==> src/rtl/axis_frame_rx.sv <==
// AXI-Stream video frame receiver: tracks x/y against a fixed geometry, flags
// line/frame framing errors and emits tagged pixels through an output+skid buffer.
module axis_frame_rx #(
  parameter int TDATA_WIDTH_P = 32,
  parameter int TUSER_WIDTH_P = 1,
  parameter int TID_WIDTH_P   = 1,
  parameter int TDEST_WIDTH_P = 1,
  parameter int IMG_WIDTH_P   = 640,
  parameter int IMG_HEIGHT_P  = 480,
  localparam int XW = $clog2(IMG_WIDTH_P),
  localparam int YW = $clog2(IMG_HEIGHT_P)
) (
  input  logic                       clk,
  input  logic                       rst,
  input  logic                       s_axis_tvalid,
  output logic                       s_axis_tready,
  input  logic [TDATA_WIDTH_P-1:0]   s_axis_tdata,
  input  logic [TUSER_WIDTH_P-1:0]   s_axis_tuser,
  input  logic                       s_axis_tlast,
  input  logic [TDATA_WIDTH_P/8-1:0] s_axis_tkeep,
  input  logic [TDATA_WIDTH_P/8-1:0] s_axis_tstrb,
  input  logic [TID_WIDTH_P-1:0]     s_axis_tid,
  input  logic [TDEST_WIDTH_P-1:0]   s_axis_tdest,
  output logic                       out_valid,
  input  logic                       out_ready,
  output logic [TDATA_WIDTH_P-1:0]   out_data,
  output logic [XW-1:0]              out_x,
  output logic [YW-1:0]              out_y,
  output logic                       out_sof,
  output logic                       out_eol,
  output logic                       out_eof,
  output logic                       frame_done,
  output logic                       err_early_eol,
  output logic                       err_late_eol,
  output logic                       err_sof,
  output logic [15:0]                frame_cnt,
  output logic [15:0]                drop_cnt
);
  localparam logic [XW-1:0] XMAX = XW'(IMG_WIDTH_P - 1);
  localparam logic [YW-1:0] YMAX = YW'(IMG_HEIGHT_P - 1);

  typedef enum logic {WAIT_SOF, ACTIVE} state_t;

  typedef struct packed {
    logic [TDATA_WIDTH_P-1:0] data;
    logic [XW-1:0]            x;
    logic [YW-1:0]            y;
    logic                     sof;
    logic                     eol;
    logic                     eof;
  } pix_t;

  state_t          state;
  logic [XW-1:0]   x, cx;
  logic [YW-1:0]   y, cy;
  pix_t            out_r, skid_r, beat;
  logic            skid_valid, skid_nxt, out_free;
  logic            acc, sof_in, emit, eol, eof, early, late;

  logic unused_ok;
  assign unused_ok = ^{s_axis_tkeep, s_axis_tstrb, s_axis_tid, s_axis_tdest, s_axis_tuser};

  always_comb begin
    acc    = s_axis_tvalid && s_axis_tready;
    sof_in = s_axis_tuser[0];
    // SOF always re-anchors the position; line-end rules then see x=0
    cx     = sof_in ? '0 : x;
    cy     = sof_in ? '0 : y;
    early  = s_axis_tlast && (cx != XMAX);
    late   = !s_axis_tlast && (cx == XMAX);
    eol    = s_axis_tlast || (cx == XMAX);
    eof    = eol && (cy == YMAX);
    emit   = acc && ((state == ACTIVE) || sof_in);
    beat   = '{data: s_axis_tdata, x: cx, y: cy, sof: sof_in, eol: eol, eof: eof};
    out_free = !out_valid || out_ready;
    skid_nxt = out_free ? (skid_valid && emit) : (skid_valid || emit);
  end

  always_ff @(posedge clk) begin
    if (rst) begin
      state         <= WAIT_SOF;
      x             <= '0;
      y             <= '0;
      s_axis_tready <= 1'b0;
      out_valid     <= 1'b0;
      skid_valid    <= 1'b0;
      frame_done    <= 1'b0;
      err_early_eol <= 1'b0;
      err_late_eol  <= 1'b0;
      err_sof       <= 1'b0;
      frame_cnt     <= '0;
      drop_cnt      <= '0;
    end else begin
      s_axis_tready <= !skid_nxt;
      skid_valid    <= skid_nxt;
      frame_done    <= 1'b0;
      err_early_eol <= 1'b0;
      err_late_eol  <= 1'b0;
      err_sof       <= 1'b0;

      if (out_free) begin
        out_valid <= skid_valid || emit;
        if (skid_valid) begin
          out_r  <= skid_r;
          skid_r <= beat;
        end else begin
          out_r <= beat;
        end
      end else if (emit) begin
        skid_r <= beat;
      end

      if (acc) begin
        if (state == WAIT_SOF && !sof_in) begin
          if (drop_cnt != 16'hFFFF) drop_cnt <= drop_cnt + 16'd1;
        end else begin
          state         <= ACTIVE;
          err_sof       <= sof_in && (state == ACTIVE) && ((x != '0) || (y != '0));
          err_early_eol <= early;
          err_late_eol  <= late;
          if (eof) begin
            frame_done <= 1'b1;
            frame_cnt  <= frame_cnt + 16'd1;
            x          <= '0;
            y          <= '0;
            state      <= WAIT_SOF;
          end else if (eol) begin
            x <= '0;
            y <= cy + YW'(1);
          end else begin
            x <= cx + XW'(1);
            y <= cy;
          end
        end
      end
    end
  end

  assign out_data = out_r.data;
  assign out_x    = out_r.x;
  assign out_y    = out_r.y;
  assign out_sof  = out_r.sof;
  assign out_eol  = out_r.eol;
  assign out_eof  = out_r.eof;
endmodule

==> config.mk <==
export PLATFORM = sky130hd
export DESIGN_NAME = axis_frame_rx
export DESIGN_NICKNAME = d
export VERILOG_FILES = /design/src/rtl/axis_frame_rx.sv
export SDC_FILE = /design/constraint.sdc
export NUM_CORES = 1
export LEC_CHECK = 0
export ABC_AREA = 1
export CORE_MARGIN = 8
export CORE_UTILIZATION = 30
export CTS_CLUSTER_SIZE = 28
export DETAILED_ROUTE_END_ITERATION = 10
export SLEW_MARGIN = 20
export SYNTH_ARGS = -nofsm -noshare
export SYNTH_HDL_FRONTEND = slang
export SYNTH_SLANG_ARGS = --single-unit
export TNS_END_PERCENT = 100
==> constraint.sdc <==
create_clock -name clk -period 6.2 [get_ports clk]
set_clock_uncertainty 0.15 [all_clocks]
set_input_delay 1.24 -clock clk [delete_from_list [all_inputs] [get_ports clk]]
set_output_delay 1.24 -clock clk [all_outputs]
set_load 0.02 [all_outputs]
Word-level counts from Yosys, hierarchy flattened
Cells that the tools add are included.
{ "word_totals": {"elab_cells": 77, "out_inout_bits": 92, "regBits": 167} }
{ "classes": {"n_reduce_logical": 27, "muxes": 13, "n_eq_ne": 5, "n_bitwise": 4, "addsub": 4} }
{ "op_table": {"columns": ["op", "n"], "rows": [
  ["54-bit two-way mux", 4],
  ["16-bit by 1-bit adder with 16-bit output, second input constant", 2],
  ["10-bit two-way mux", 3],
  ["9-bit two-way mux", 3],
  ["16-bit inequality test, second input constant", 1],
  ["10-bit by 1-bit adder with 10-bit output, second input constant", 1],
  ["10-bit == test, second input constant", 1],
  ["10-bit inequality test, second input constant", 1],
  ["10-bit nonzero test", 1],
  ["9-bit by 1-bit adder with 9-bit output, second input constant", 1],
  ["9-bit == test, second input constant", 1],
  ["1-bit logical AND", 9],
  ["3-bit AND reduction", 3],
  ["9-bit nonzero test", 1],
  ["1-bit logical OR", 5],
  ["1-bit logical NOT", 4],
  ["1-bit NOT", 4],
  ["2-bit AND reduction", 2],
  ["1-bit two-way mux", 3],
  ["3-bit OR reduction", 1],
  ["2-bit inequality test, second input constant", 1],
  ["2-bit nonzero test", 1]
]} }

Depth between registers and ports, before layout
Gate-level depths: netlist of run 1.
{ "depth": {"ltp_word": 6, "ltp_mapped": 15, "depth_no_buf": 13} }

Worst setup path after synthesis of run 1
No wires, ideal clock.
{ "synth_path": {"kind": "in2reg", "from": "input rst", "to": "register skid_r[0] (netlist bit), enable pin", "path_stages": 4, "slack_ns": 0.509, "arrival_time_ns": 5.128, "n_path_buf": 1, "t_required_ns": 5.637, "path_cell_list": "clkbuf_1 nor2_1 nand2_1 nand2_1"} }
{ "synth_via": {"elab_chain_cells": 2} }
{ "synth_rtl": {"columns": ["element", "line", "source"], "rows": [
  ["from (decl)", "14", "input logic rst,"],
  ["1-bit NOT (no source line)", null, null],
  ["3-bit AND reduction (no source line)", null, null],
  ["to (signal assigned)", "105", "skid_r <= beat;"],
  ["to (signal assigned)", "110", "skid_r <= beat;"],
  ["to (decl)", "56", "pix_t out_r, skid_r, beat;"]
]} }
No other way between the ends.
A chain may end at the register's enable or synchronous reset.

Final worst setup path of run 1
{ "layout_path": {"from": "input s_axis_tuser", "to": "register frame_cnt[7]"} }
{ "layout_via": {"elab_chain_cells": 5, "elab_cells_between_ends": 10, "cone_classes": "eq/ne: 2; mux: 2; bitwise: 1; reduce/logical: 5"} }
{ "layout_rtl": {"columns": ["element", "line", "source"], "rows": [
  ["from (decl)", "18", "input logic [TUSER_WIDTH_P-1:0] s_axis_tuser,"],
  ["10-bit two-way mux", "67", "cx = sof_in ? '0 : x;"],
  ["named net cx[0]", "54", "logic [XW-1:0] x, cx;"],
  ["10-bit == test", "71", "eol = s_axis_tlast || (cx == XMAX);"],
  ["1-bit logical OR", "71", null],
  ["1-bit logical AND", "72", "eof = eol && (cy == YMAX);"],
  ["3-bit AND reduction (no source line)", null, null],
  ["to (signal assigned)", "123", "frame_cnt <= frame_cnt + 16'd1;"],
  ["to (decl)", "36", "output logic [15:0] frame_cnt,"]
]} }
The timed path passes the listed nets, and every way through them passes these cells.

==> metrics.md, run 1 <==
| Metric | Value |
|---|---|
| Skew-Pair Late Insertion Delay | 0.42 ns |
| Count of inserted antenna diode cells | 0 |
| First drt pass iteration count | 5 |
| Post-route cell area | 0.00965 sq mm |
| P_leak | roughly 3.6 nW |
| Site Rows | 57 |
| Via count of the first global-routing pass | 5,447 |
| Total global routing track utilization | 11.8% |
| CP arrival | 3.89 ns |
| Width of the die | 174 microns |
| Via count | 5,727 |
| Post-synth design cell area | 0.00747 sq mm |
| Synth Register Bits | 167 |
| Starting DRT DRC Count | 334 |
| Class of the tightest hold or removal check | register to register |
| Category of the critical setup timing path | input pin to register |
| Kind of cell with the highest combined delay on the critical path | simple AND/OR/NAND/NOR gates |
| Most common cell after layout, fill and taps aside | nand2_1 |
| Final layout net count | 991 |
| PD cells | 249 mW/mm^2 |
| Setup repair after global routing missed its margin | no |
| Post-route worst setup slack | about 2.5 ns |
| Average vias per placed instance | 4.49 |
| Slew at the pin closest to its max-slew limit | about 0.74 ns |
| # Post-CTS Setup Buffers | 0 |
| Synth warn | 0 |
| PostCTS Resize Cnt | 0 |
| # IOs | 140 |
| Critical path buffers and inverters | 2 |
| Final routed DRC violation total | 0 |
| CTS clk-pin slew, worst paths | roughly 0.07 ns |
| Pin count of the biggest net entering global routing | 78 |
| Portion of the post-synthesis area used by sequential elements | 59.2% |
| Area growth from synthesis to layout | 29.1% |
| Kind of end point of the critical path | register |
| Die area | 0.0302 sq mm |
| Wire length of the first global-routing pass | 29,000 microns |
| Power, Total | 2.40 mW |
| Fin Setup TNS | 0 ns |
| Antenna violation net count after detailed routing | 0 |
| Detailed Place HPWL | 12,000 microns |
| Highest Clock Rate | 0.271 GHz |
| Overall die height | 174 microns |
| Post-synthesis average cell area | 9.20 sq um |
| Number of antenna violations at the first check in global routing | 1 |
| Total setup violations reported at the end of the flow | 0 |
| Ordered cell list for the critical path | clkdlybuf4s50_1, buf_4, nor2_1, ha_1, nand3_4, nor2_8, nand3_4, nand2_4, nand2_4, nor2_8, o21ai_0, a21oi_1 |
| Cell with the biggest individual delay on the critical path | clkdlybuf4s50_1 |
| Number of distinct standard cells referenced by the synthesized netlist | 37 |
| Number of max-slew violations in the final report | 0 |
| GRT Residual Overflow | 0 |
| Largest voltage drop on the vdd net | 0.159 mV |
| TritonCTS clock tree | built |
| Level count of the clock H-tree | 4 |
| Worst-case clock buffer depth | 2 |
| Final critical-path share of the clock period | 59.4% |
| Leading cell types in the layout, fill and taps excluded | 253 x nand2_1, 128 x clkdlybuf4s50_1, 108 x edfxtp_1 |
| Routed wire per std cell | 14.0 microns |
| Layout cells sized above 1 | 8.61% |
| CTS Hold Bufs | 0 |
| Crit-path max cell delay | around 0.40 ns |
| Clk sink count | about 170 |
| Final-layout fill cell count | 2,452 |
| Largest fanout of any net on the critical path | 18 |
| Run status | completed |
| Normalized max-slew margin | slightly above 50% |
| Synthesized net count | approximately 860 |
| Final period demand of the worst path | between 3 and 4 ns |
| Number of buffers inserted by port buffering | 129 |
| Routed wire length | 17,800 microns |
| Type of origin of the critical path | input pin |
| Initial standard-cell utilization of the core | ~30% |
| Placed instance area | 0.00907 sq mm |
| Gate count of the mapped netlist | 812 |
| Pre-CTS setup slack | 2.08 ns |
| Hold violation count in the final report | 0 |
| MaxCap Viol Count | 0 |
| Final weighted congestion in routability-driven placement | 0.849 |
| Required time of the critical path | between 6 and 7 ns |
| Core Footprint | approximately 0.024 sq mm |
| Clk root buf | clkbuf_16 |
| Final cell utilization of the core | approximately two fifths |
| Inserted Clock Buffers | 17 |
[final timing paths]
check / start / to / slack, ns / cells past startpoint
setup / recovery: s_axis_tuser / frame_cnt[7] / 2.51 / 12
hold / removal: x[8] / x[8] / 0.34 / 2
setup reg to reg: x[0] / frame_cnt[7] / 3.58 / 11
hold reg to reg: x[8] / x[8] / 0.34 / 2
[worst reg2reg max path, cell delays in order (launching register included)]
cell	delay, ns
dfxtp_1	0.38
inv_1	0.05
nor2_1	0.31
ha_1	0.29
nand3_4	0.12
nor2_8	0.14
nand3_4	0.17
nand2_4	0.23
nand2_4	0.14
nor2_8	0.29
o21ai_0	0.15
a21oi_1	0.14
[cells in the mapped netlist, drive strengths merged]
cell type	n	area share (%)
nand2	270	14
edfxtp	108	43
nor2	84	4.7
inv	73	3.8
dfxtp	59	16
nand3	46	3.5
a21oi	43	3.4
o21ai	36	2.4
clkbuf	20	1.0
xor2	18	2.1
nor3	16	1.2
nand4	12	1.2
buf	7	0.99
ha	4	0.67
nor4	4	0.33
o211ai	3	0.30
nor3b	2	0.20
xnor2	2	0.23
a2bb2oi	1	0.12
a31oi	1	0.084
and3	1	0.084
clkinv	1	0.050
or2	1	0.084
[logic make-up after synthesis]
family                   share of synthesized area [%]
XOR/XNOR                                          2.34
adder cells (fa/ha/maj)                          0.670
buffers and inverters                             5.81
AO/OA/AOI/OAI                                     6.35
AND/OR/NAND/NOR                                   25.6
flip-flops                                        59.2
[report_power, final]
group,switching [mW],internal (mW)
Sequential,0.00916,1.21
Combinational,0.0903,0.0679
Clock,0.489,0.540
[registers in the layout (all words and copies together), names as in the netlist, 9 cells and up]
signal,cells
drop_cnt,16
frame_cnt,16
out_data,32
out_x,10
out_y,9
skid_r,54
x,10
y,9
[stage by stage]
step,cells,hold slack (ns)
finish,1276,0.344
global route,1276,0.368
CTS,1276,0.345
detailed placement,1244,0.333
global placement,1244,0.322
floorplan,812,0.308
[final cells by class]
type	instances	area (sq um)	area share, %
timing repair buffer	135	1330	13.8
clock buffer	18	429	4.45
tap	324	405	4.20
sequential	167	4430	45.9
multi-input combinational	544	2630	27.2
clock inverter	14	148	1.53
inverter	74	285	2.96
[routing by layer]
metal  track usage (%)  vias to the layer above  wire (microns)
met5                 0                        -               9
met1              16.0                     2615            8750
met4              3.53                        2             141
li1                  -                     2926               -
met3              4.12                       13            1480
met2              17.4                      171            7440
No activity file was read; power rests on OpenSTA's default activity.
==> inputs of run 2 (changes only) <==
Clock period 6.2 ns to 3.8 ns, I/O delays scaled along.
==> metrics.md, run 2 (synthesized netlist as in run 1, its figures left out) <==
| Metric | Value |
|---|---|
| Run status | completed |
| First drt pass iteration count | 5 |
| Inserted Clock Buffers | 17 |
| GRT Residual Overflow | 0 |
| Wire length of the first global-routing pass | approximately 30,000 microns |
| Layout cells sized above 1 | 9.37% |
| Final Hold Slack | roughly 0.35 ns |
| Detailed Place HPWL | around 12,000 microns |
| Largest fanout of any net on the critical path | 16 |
| Pre-CTS setup slack | 0.273 ns |
| Kind of end point of the critical path | register |
| Normalized max-slew margin | 49.2% |
| Cell with the biggest individual delay on the critical path | clkdlybuf4s50_1 |
| Worst-case clock buffer depth | 2 |
| CTS clk-pin slew, worst paths | approximately 0.070 ns |
| Final layout net count | 1,000 |
| Routed wire per std cell | 14.1 microns |
| Final critical-path share of the clock period | 80.3% |
| Fin Setup TNS | 0 ns |
| Via count of the first global-routing pass | 5,560 |
| Skew-Pair Late Insertion Delay | 0.43 ns |
| Site Rows | 57 |
| Via count | ~5,800 |
| Core Footprint | 0.0244 sq mm |
| Placed instance area | 0.00915 sq mm |
| Number of antenna violations at the first check in global routing | 1 |
| Crit-path max cell delay | between 0.7 and 0.8 ns |
| TritonCTS clock tree | built |
| Worst hold path depth | 1 |
| Final cell utilization of the core | 39.9% |
| Post-route worst setup slack | between 0.7 and 0.8 ns |
| Width of the die | approximately 170 microns |
| Power, Total | 3.94 mW |
| Final period demand of the worst path | 3.05 ns |
| Hold violation count in the final report | 0 |
| Starting DRT DRC Count | 474 |
| Routed wire length | 18,100 microns |
| Largest voltage drop on the vdd net | 0.284 mV |
| Register with the most flip-flops | skid_r |
| Slew at the pin closest to its max-slew limit | 0.762 ns |
| Final routed DRC violation total | 0 |
| CTS Hold Bufs | 0 |
| Post-route cell area | 0.00974 sq mm |
| Category of the critical setup timing path | input pin to register |
| Number of standard cells in the layout, taps in and fillers out | about 1,300 |
| Total global routing track utilization | 12.0% |
| CP arrival | 3.26 ns |
| Number of max-slew violations in the final report | 0 |
| Overall die height | about 170 microns |
| Pin count of the biggest net entering global routing | 55 |
| PostCTS Resize Cnt | 0 |
| P_leak | 3.60 nW |
| Total setup violations reported at the end of the flow | 0 |
| Number of buffers inserted by port buffering | between 100 and 150 |
| # IOs | between 100 and 150 |
| Count of inserted antenna diode cells | 0 |
| Highest Clock Rate | 0.328 GHz |
| Required time of the critical path | between 4 and 5 ns |
| Antenna violation net count after detailed routing | 0 |
| Final weighted congestion in routability-driven placement | 0.880 |
| Final-layout fill cell count | 2,439 |
| Max FFs per register | 54 |
| Initial standard-cell utilization of the core | 30.6% |
| Ordered cell list for the critical path | clkdlybuf4s50_1, nor2_1, ha_1, nand3_4, nor2_8, nand3_4, nand2_4, nand2_4, nor2_8, o21ai_0, a21oi_1 |
| Clk root buf | clkbuf_16 |
| Type of origin of the critical path | input pin |
| MaxCap Viol Count | 0 |
| Class of the tightest hold or removal check | register to register |
| Path depth of the worst reg2reg path | 11 |
| Average vias per placed instance | 4.53 |
| Area growth from synthesis to layout | 30.3% |
| Placed cells | 1,253 |
| Level count of the clock H-tree | 4 |
| PD cells | between 400 and 500 mW/mm^2 |
| Leading cell types in the layout, fill and taps excluded | 253 x nand2_1, 128 x clkdlybuf4s50_1, 108 x edfxtp_1 |
| Most common cell after layout, fill and taps aside | nand2_1 |
| # Post-CTS Setup Buffers | 0 |
| Clk sink count | roughly 170 |
| Setup repair after global routing missed its margin | no |
| Die area | 0.0302 sq mm |
==> run 2: changes by cell type in the layout (fill, tap and decap cells not counted), sizes merged <==
cell,before,now
buf,7,16
clkinv,5,7
inv,83,81
==> run 2: area by class of cell <==
type,count,area [sq um],area share (%)
Clock inverter,14,153,1.57
Sequential cell,167,4430,45.5
Multi-Input combinational cell,544,2630,27.0
Tap cell,324,405,4.16
Timing Repair Buffer,144,1410,14.5
Clock buffer,18,429,4.41
Inverter,74,285,2.93
==> run 2: final timing paths <==
| kind | start | to | slack [ns] |
|---|---|---|---|
| setup / recovery | s_axis_tuser | frame_cnt[10] | 0.75 |
| hold / removal | drop_cnt[7] | drop_cnt[7] | 0.35 |
| setup reg to reg | y[1] | frame_cnt[10] | 1.52 |
| hold reg to reg | drop_cnt[7] | drop_cnt[7] | 0.35 |
==> run 2: critical path, delay by kind of cell <==
kind            cells  cell delay [ns]
compound gates      2             0.28
buf+inv             1             0.72
simple gates        7             1.25
fa+ha+maj           1             0.24
==> run 2: metal layers <==
layer  vias to the layer above  GRT usage, %  wire [microns]
li1                       2946             -               -
met1                      2679          16.2            8980
met2                       180          17.5            7480
met3                        16          4.64            1500
met4                         2          3.24             180
met5                         -             0               9
==> run 2: power breakdown <==
group	switching [mW]	internal, mW
Clock	0.815	0.882
Sequential	0.0155	1.97
Combinational	0.147	0.115
Total	0.978	2.97
==> inputs of run 3 (changes only) <==
Clock period 3.8 ns to 2.6 ns, I/O delays scaled along.
==> metrics.md, run 3 (synthesized netlist as in run 1, its figures left out) <==
| Metric | Value |
|---|---|
| CP arrival | 2.53 ns |
| Kind of end point of the critical path | register |
| P_leak | between 3 and 4 nW |
| MaxCap Viol Count | 0 |
| Routed wire per std cell | between 10 and 15 microns |
| CTS clk-pin slew, worst paths | around 0.070 ns |
| Largest voltage drop on the vdd net | 0.355 mV |
| Post-route worst setup slack | 0.286 ns |
| Slew at the pin closest to its max-slew limit | approximately 0.63 ns |
| Initial standard-cell utilization of the core | 30.6% |
| Count of inserted antenna diode cells | 0 |
| Register with the most flip-flops | skid_r |
| Overall die height | 174 microns |
| Wire length of the first global-routing pass | 29,800 microns |
| Final routed DRC violation total | 0 |
| Starting DRT DRC Count | 399 |
| GRT Residual Overflow | 0 |
| Clk sink count | around 170 |
| # IOs | 140 |
| Number of max-slew violations in the final report | 0 |
| Net switching fraction of the power | 24.5% |
| Fin Setup TNS | 0 ns |
| First drt pass iteration count | 7 |
| PostCTS Resize Cnt | 0 |
| Category of the critical setup timing path | input pin to register |
| Most common cell after layout, fill and taps aside | nand2_1 |
| Width of the die | 174 microns |
| Detailed Place HPWL | 13,000 microns |
| Layout cells sized above 1 | 12.8% |
| Total setup violations reported at the end of the flow | 0 |
| Skew-Pair Late Insertion Delay | 0.43 ns |
| Power, Total | 5.75 mW |
| Max FFs per register | 54 |
| Routed wire length | 18,600 microns |
| Die area | 0.0302 sq mm |
| # Post-CTS Setup Buffers | 0 |
| Share of total power in sequential cells | 50.4% |
| Core Footprint | approximately 0.024 sq mm |
| Via count of the first global-routing pass | 5,756 |
| Area growth from synthesis to layout | 34.7% |
| Type of origin of the critical path | input pin |
| Pre-CTS setup slack | -0.166 ns |
| Clk root buf | clkbuf_16 |
| Final period demand of the worst path | 2.31 ns |
| Highest Clock Rate | 0.432 GHz |
| Hold violation count in the final report | 0 |
| Worst-case clock buffer depth | 2 |
| Placed instance area | 0.00949 sq mm |
| Pint | 4.34 mW |
| Net switching power figure | 1.41 mW |
| Total global routing track utilization | 12.2% |
| Combinational fraction of design power | under 10% |
| Site Rows | 57 |
| Leading cell types in the layout, fill and taps excluded | 252 x nand2_1, 128 x clkdlybuf4s50_1, 108 x edfxtp_1 |
| Antenna violation net count after detailed routing | 0 |
| Class of the tightest hold or removal check | register to register |
| Pin count of the biggest net entering global routing | 55 |
| Post-route cell area | 0.0101 sq mm |
| PD cells | 572 mW/mm^2 |
| Level count of the clock H-tree | 4 |
| Clock share of power | a little over two fifths |
| Inserted Clock Buffers | 17 |
| Final critical-path share of the clock period | 89.0% |
| Via count | 5,826 |
| Run status | completed |
| Normalized max-slew margin | 58.0% |
| Number of antenna violations at the first check in global routing | 0 |
| Required time of the critical path | 2.82 ns |
| CTS Hold Bufs | 0 |
| Average vias per placed instance | 4.41 |
| TritonCTS clock tree | built |
| Final weighted congestion in routability-driven placement | 0.851 |
| Number of buffers inserted by port buffering | 129 |
| Largest fanout of any net on the critical path | 10 |
| Final layout net count | 1,036 |
| Setup repair after global routing missed its margin | no |
-- run 3: changes by cell type in the layout (fill, tap and decap cells not counted) --
cell | previous run | this run
inv_8 | 7 | 9
buf_2 | 0 | 1
inv_6 | 2 | 1
clkinv_8 | 2 | 1
nand2_8 | 0 | 1
nand2_1 | 253 | 252
buf_12 | 1 | 5
buf_4 | 15 | 46
clkbuf_1 | 1 | 0
-- run 3: worst max-delay path, cell delays in order --
cell and delay (ns):
clkdlybuf4s50_1 0.41, buf_4 0.17, nor2_1 0.15, ha_1 0.23, nand3_4 0.12, nor2_8 0.11
nand3_4 0.11, nand2_4 0.12, nand2_4 0.08, nor2_8 0.17, buf_4 0.18, nand2_2 0.05
a21oi_2 0.10
-- run 3: final cells by class --
cell class              instances  area (sq um)
fillers                      2415         14300
flip-flops and latches        167          4430
multi-input cells             544          2640
repair buffers                180          1730
clock buffers                  17           425
well taps                     324           405
inverters                      74           285
clock inverters                14           150
-- run 3: path summary, 6_finish.rpt --
kind	start	to	slack, ns	depth (start not counted)
worst min register to register	x[8]	x[8]	0.33	2
worst max-delay path	s_axis_tuser	frame_cnt[5]	0.29	13
worst max register to register	x[0]	frame_cnt[5]	0.53	12
worst min-delay path	x[8]	x[8]	0.33	2
-- run 3: power by group through the flow --
stage | clock [mW] | combinational (mW) | sequential [mW]
3_5_place_dp | 0 | 0.407 | 2.96
6_report | 2.45 | 0.404 | 2.90
2_1_floorplan | 0 | 0.117 | 3.02
4_1_cts | 2.53 | 0.409 | 2.90
3_3_place_gp | 0 | 0.403 | 2.96
5_1_grt | 2.63 | 0.435 | 2.90
-- run 3: per-layer routing --
| metal | track usage (%) | part of all wire, % |
|---|---|---|
| met1 | 16.6 | 51 |
| met2 | 18.0 | 41 |
| met3 | 4.05 | 7.4 |
| met4 | 3.46 | 0.85 |
| met5 | 0 | 0 |
-- run 3: per-stage QoR --
step	hold WS, ns	std cells	util [%]
6_report	0.335	1320	41.3
4_1_cts	0.339	1320	41.3
3_3_place_gp	0.327	1289	38.9
5_1_grt	0.367	1320	41.3
2_1_floorplan	0.308	812	-
3_5_place_dp	0.329	1289	38.9
